$ cat config.mk
export PLATFORM = sky130hd
export DESIGN_NAME = reg_bank_ctx
export DESIGN_NICKNAME = d
export VERILOG_FILES = /design/src/rtl/reg_bank_ctx.sv
export SDC_FILE = /design/constraint.sdc
export NUM_CORES = 1
export LEC_CHECK = 0
export CAP_MARGIN = 10
export CORE_MARGIN = 5
export CORE_UTILIZATION = 40
export CTS_CLUSTER_SIZE = 8
export DETAILED_ROUTE_END_ITERATION = 7
export MAX_ROUTING_LAYER = met4
export PLACE_DENSITY = 0.63
export RECOVER_POWER = 25
export SLEW_MARGIN = 10
export SYNTH_ARGS = -nofsm -noshare
export SYNTH_HDL_FRONTEND = slang
export SYNTH_SLANG_ARGS = --single-unit
$ cat constraint.sdc
create_clock -name clk -period 3.5 [get_ports clk]
set_input_delay 0.7 -clock clk [delete_from_list [all_inputs] [get_ports clk]]
set_output_delay 0.7 -clock clk [all_outputs]
set_load 0.01 [all_outputs]
$ cat src/rtl/reg_bank_ctx.sv
// General-purpose register bank with write-through read ports and a
// whole-bank context stack for interrupt/call entry and exit.

module reg_bank_ctx_chk #(
  parameter int CTX_DEPTH = 4,
  parameter int SW        = 3
) (
  input logic          clk,
  input logic          rst,
  input logic [SW-1:0] ctxCount,
  input logic          ctxFull,
  input logic          ctxEmpty
);

  countInRange: assert property (@(posedge clk) disable iff (rst)
    ctxCount <= SW'(CTX_DEPTH));

  fullDecode: assert property (@(posedge clk) disable iff (rst)
    ctxFull == (ctxCount == SW'(CTX_DEPTH)));

  flagsExclusive: assert property (@(posedge clk) disable iff (rst)
    !(ctxFull && ctxEmpty));

endmodule

module reg_bank_ctx #(
  parameter  int WIDTH     = 16,
  parameter  int NREGS     = 4,
  parameter  int CTX_DEPTH = 4,
  localparam int AW        = $clog2(NREGS),
  localparam int SW        = $clog2(CTX_DEPTH + 1)
) (
  input  logic             clk,
  input  logic             rst,
  input  logic             we,
  input  logic [AW-1:0]    waddr,
  input  logic [WIDTH-1:0] wdata,
  input  logic [AW-1:0]    raddr_a,
  output logic [WIDTH-1:0] rdata_a,
  input  logic [AW-1:0]    raddr_b,
  output logic [WIDTH-1:0] rdata_b,
  input  logic             push,
  input  logic             pop,
  input  logic             err_clr,
  output logic [SW-1:0]    ctx_count,
  output logic             ctx_full,
  output logic             ctx_empty,
  output logic             ctx_err
);

  localparam int SPW = (CTX_DEPTH > 1) ? $clog2(CTX_DEPTH) : 1;

  logic [WIDTH-1:0] bankR     [NREGS];
  logic [WIDTH-1:0] bankNextS [NREGS];
  logic [WIDTH-1:0] stackR    [CTX_DEPTH][NREGS];
  logic [SW-1:0]    countR;
  logic [SW-1:0]    countNextS;
  logic [SPW-1:0]   pushIdxS;
  logic [SPW-1:0]   popIdxS;
  logic             errR;
  logic             pushOkS;
  logic             popOkS;
  logic             errSetS;
  logic [WIDTH-1:0] rdataAR;
  logic [WIDTH-1:0] rdataBR;

  assign ctx_full  = (countR == SW'(CTX_DEPTH));
  assign ctx_empty = (countR == {SW{1'b0}});
  assign ctx_count = countR;
  assign ctx_err   = errR;
  assign rdata_a   = rdataAR;
  assign rdata_b   = rdataBR;

  // Top of stack is one below the count; the next free slot is the count itself.
  assign pushIdxS = SPW'(countR);
  assign popIdxS  = SPW'(countR - SW'(1'b1));

  // Classify the stack request: legal push, legal pop, or an error case.
  always_comb begin
    pushOkS    = 1'b0;
    popOkS     = 1'b0;
    errSetS    = 1'b0;
    countNextS = countR;
    case ({push, pop})
      2'b10: begin
        if (ctx_full) begin
          errSetS = 1'b1;
        end else begin
          pushOkS    = 1'b1;
          countNextS = countR + SW'(1'b1);
        end
      end
      2'b01: begin
        if (ctx_empty) begin
          errSetS = 1'b1;
        end else begin
          popOkS     = 1'b1;
          countNextS = countR - SW'(1'b1);
        end
      end
      2'b11:   errSetS    = 1'b1;
      default: countNextS = countR;
    endcase
  end

  // Next bank image: a write overrides a restore, which overrides the held value.
  always_comb begin
    for (int i = 0; i < NREGS; i++) begin
      if (we && (waddr == AW'(i))) begin
        bankNextS[i] = wdata;
      end else if (popOkS) begin
        bankNextS[i] = stackR[popIdxS][i];
      end else begin
        bankNextS[i] = bankR[i];
      end
    end
  end

  // Live bank, stack pointer, sticky error and read ports.
  always_ff @(posedge clk or posedge rst) begin
    if (rst) begin
      for (int i = 0; i < NREGS; i++) begin
        bankR[i] <= {WIDTH{1'b0}};
      end
      countR  <= {SW{1'b0}};
      errR    <= 1'b0;
      rdataAR <= {WIDTH{1'b0}};
      rdataBR <= {WIDTH{1'b0}};
    end else begin
      for (int i = 0; i < NREGS; i++) begin
        bankR[i] <= bankNextS[i];
      end
      countR <= countNextS;
      if (errSetS) begin
        errR <= 1'b1;
      end else if (err_clr) begin
        errR <= 1'b0;
      end
      rdataAR <= bankNextS[raddr_a];
      rdataBR <= bankNextS[raddr_b];
    end
  end

  // Snapshot storage holds pre-write bank values; contents need no reset.
  always_ff @(posedge clk) begin
    if (pushOkS && !rst) begin
      for (int i = 0; i < NREGS; i++) begin
        stackR[pushIdxS][i] <= bankR[i];
      end
    end
  end

  reg_bank_ctx_chk #(
    .CTX_DEPTH(CTX_DEPTH),
    .SW       (SW)
  ) uChk (
    .clk     (clk),
    .rst     (rst),
    .ctxCount(countR),
    .ctxFull (ctx_full),
    .ctxEmpty(ctx_empty)
  );

endmodule

==> out/qor.yml <==
cells_and_area:
  ff_latch_area_sq_um: 10200
  fillers: 3300
  multi_input_area_sq_um: 4930
  post-route-cell-area_sq_um: 18300
  nets: 1062
  fin_cells: 1587
  num_antenna_cells: 0
  area_growth_syn_to_layout_pct: 18.4
  drive_gt1_frac: 0.168
route:
  routed_via_density: 6.00
  num_vias: 9528
  dr.pass1.iters: 7
  post-route-drc-count: 0
  ant_nets: 0
  wire_per_inst_microns: 24.3
  drt-initial-drc-count: 830
  routed_wl_microns: 38500
clocking:
  htreeDepth: 2
  worstSkewPairLatency_ns: 0.54
  clock_sinks: 356
  clockBufferDepth: 3
  numCtsBuffers: 50
  clk_pin_slew_ns: 0.05
  cts_hold_buf: 0
  cts.repair.resized: 0
  postCtsSetupRepairBufs: 0
  tritoncts: "yes"
  clockRootBuffer: "clkbuf_16"
synthesis:
  netlist.area_leader.share: 0.498
  synth_seq_cells: 356
  synthDistinctLibCells: 38
  synth_nets: 991
  synth_fa_ha_area_frac: 0.00405
  ys_seq_area_frac: 0.660
  synthXorXnorAreaFrac: 0.00113
  postSynthCellCount: 958
  syn_area_sq_um: 15400
  synth_compound_area_frac: 0.137
  synth-simple-area-share: 0.0763
  syn_area_per_cell_sq_um: 16.1
  synth_top_family_by_area: "compound AO/OA/AOI/OAI gates"
  synth_top_cell_by_area: "edfxtp_1"
  muxShareOfSynthArea: 0.0977
  yosysWarnings: 0
  synth.area.top_cells: "edfxtp_1 (50%), dfrtp_1 (16%), mux4_2 (9.6%), o311ai_0 (6.9%), o31a_1 (3.4%)"
timing:
  fmax_mhz: 309
  rsz0062_at_grt: "no"
  fin_ws_ns: 0.266
  slew_headroom: 0.559
  final.setup_skew_ns: 0.0160
  post-route-period-util: 0.924
  final.setup.tns_ns: 0
  worst_slew_pin_slew_ns: 0.661
  slew_viol_final: 0
  period_minus_slack_ns: 3.23
  final_hold_viol_count: 0
  setup_viol: 0
run:
  maxCapViolCount: 0
setup_path:
  slowest_delay_ns: 0.57
  end_kind: "output port"
  required_ns: 2.80
  crit_chain: "inv_1 -> ha_4 -> nand2b_4 -> inv_2 -> clkdlybuf4s50_1"
  cp.arrival_ns: 2.53
  slowest_stage: "clkdlybuf4s50_1"
  r2r_start: "ctx_count[0]$_DFFE_PP0P_"
  crit_type: "register to output port"
  cp-startpoint: "ctx_count[0]$_DFFE_PP0P_"
  crit_fanout: 44
  setup.worst_path.start_class: "register"
place:
  place_ws_ns: 0.600
  place_area_sq_um: 16800
  routabilityCongestion: 0.744
  place_hpwl_microns: 21400
  placed_cells_incl_taps: 1495
  io_buffer_count: 65
floorplan:
  rows: 72
  die_h_microns: 206
  ios: 66
  dieArea_sq_um: 42600
  core_sq_um: 38400
  die_w_microns: 206
  start_util: 0.402
global_route:
  grt_pass1_wl_microns: 59700
  grt_overflow: 0
  grt_pass1_vias: 9779
  track_usage: 0.189
  grt_max_degree: 83
  antenna_found_initial: 0
min_path:
  hold_path_class: "register to register"
  min-delay-start: "bankR[16]$_DFF_PP0_"
pwr:
  swShare: 0.294
  power.leakage_nw: 6.17
  p_comb_frac: 0.278
  ir_drop_mv: 0.419
  p_sw_w: 0.00437
  pwr-share-seq: 0.425
  p_int_w: 0.0105
  p_clk_frac: 0.297
  p_per_area_nw_per_um2: 812
status:
  status: "completed"
[metal layers]
metal,global-route usage,share of wire,vias up
li1,-,-,4188
met1,0.250,0.42,4920
met3,0.0373,0.067,92
met4,0.0594,0.031,0
met2,0.298,0.48,328
met5,-,0,-
[power by group through the flow]
stage | Sequential, W | Clock, W | Combinational, W
6_report | 0.00631 | 0.00441 | 0.00413
5_1_grt | 0.00643 | 0.00469 | 0.00449
4_1_cts | 0.00633 | 0.00449 | 0.00419
3_5_place_dp | 0.00641 | 0 | 0.00415
3_3_place_gp | 0.00637 | 0 | 0.00412
2_1_floorplan | 0.00623 | 0 | 0.00282
[through the flow]
stage / utilization / total power [W] / hold WS (ns)
floorplan: - / 0.00905 / 0.470
global placement: 0.439 / 0.0105 / 0.496
detailed placement: 0.439 / 0.0106 / 0.492
CTS: 0.476 / 0.0150 / 0.503
global route: 0.476 / 0.0156 / 0.525
finish: 0.476 / 0.0148 / 0.503
[layout make-up]
cell class / count / share of cell area
clock inverter: 2 / 0.000753
sequential: 356 / 0.558
inverter: 4 / 0.000958
multi-input combinational: 522 / 0.270
clock buffer: 90 / 0.0778
timing repair buffer: 95 / 0.0575
tap: 518 / 0.0355
[critical path, delay by kind of cell, from the launching register on]
kind / cells / cell delay (ns)
flip-flops: 1 / 0.48
AND/OR/NAND/NOR: 1 / 0.29
buffers and inverters: 3 / 0.99
adder cells (fa/ha/maj): 1 / 0.23
[cell usage in the layout (no fill, tap or decap), types with 2 or more instances in the layout]
| cell | n |
|---|---|
| o31a_1 | 60 |
| nand2_1 | 2 |
| clkbuf_1 | 39 |
| buf_12 | 14 |
| edfxtp_1 | 256 |
| buf_4 | 16 |
| inv_1 | 2 |
| nand2b_1 | 47 |
| or2_2 | 15 |
| o311ai_0 | 122 |
| and2_1 | 3 |
| a21boi_0 | 53 |
| a31oi_1 | 4 |
| ha_1 | 4 |
| nand4_1 | 30 |
| dfrtp_1 | 99 |
| nor2_1 | 8 |
| a21oi_1 | 2 |
| mux4_2 | 66 |
| clkdlybuf4s50_1 | 65 |
| nand3b_1 | 3 |
| clkbuf_16 | 51 |
| o21ai_0 | 5 |
| and2_4 | 4 |
| nor2b_1 | 7 |
| and3_1 | 60 |
| nand3_1 | 5 |
| a21boi_1 | 7 |
[state kept, by name (all words and copies together) (netlist names)]
| name | count |
|---|---|
| bankR | 64 |
| rdata_a | 16 |
| rdata_b | 16 |
| ctx_count | 3 |
| stackR | 256 |
| ctx_err | 1 |
[synth_stat cells, drive strengths merged]
cell type,number
o21ai,5
nor3b,1
nand2b,48
and2,7
and3b,1
inv,4
nor2,9
edfxtp,256
a221o,1
o311ai,122
nand3b,3
a21boi,60
mux2,1
clkbuf,51
xor2,1
a21oi,2
nand3,5
nor2b,8
dfrtp,100
nand4,30
xnor2,1
mux4,66
and3,61
or2,15
nand2,2
ha,5
or3b,1
buf,25
mux2i,1
or3,1
a31oi,4
o31a,60
o22ai,1
[path summary, 6_finish.rpt]
path / end / slack (ns) / depth (start not counted)
max reg2reg: rdata_b[9]$_DFF_PP0_ / 0.80 / 7
max in group asynchronous: rdata_a[3]$_DFF_PP0_ / 2.16 / 3
max: ctx_empty / 0.27 / 5
min reg2reg: stackR[3][16]$_DFFE_PP_ / 0.50 / 0
min: stackR[3][16]$_DFFE_PP_ / 0.50 / 0
min in group asynchronous: bankR[63]$_DFF_PP0_ / 0.59 / 2
[kinds of logic (layout without fill, tap and decap cells)]
logic type      Yosys count  in the layout
compound gates          255            255
xor+xnor                  2              2
buf+inv                  80            191
fa+ha+maj                 5              5
mux                      68             68
simple gates            192            192
flops                   356            356
(Power assumes the default switching activity.)
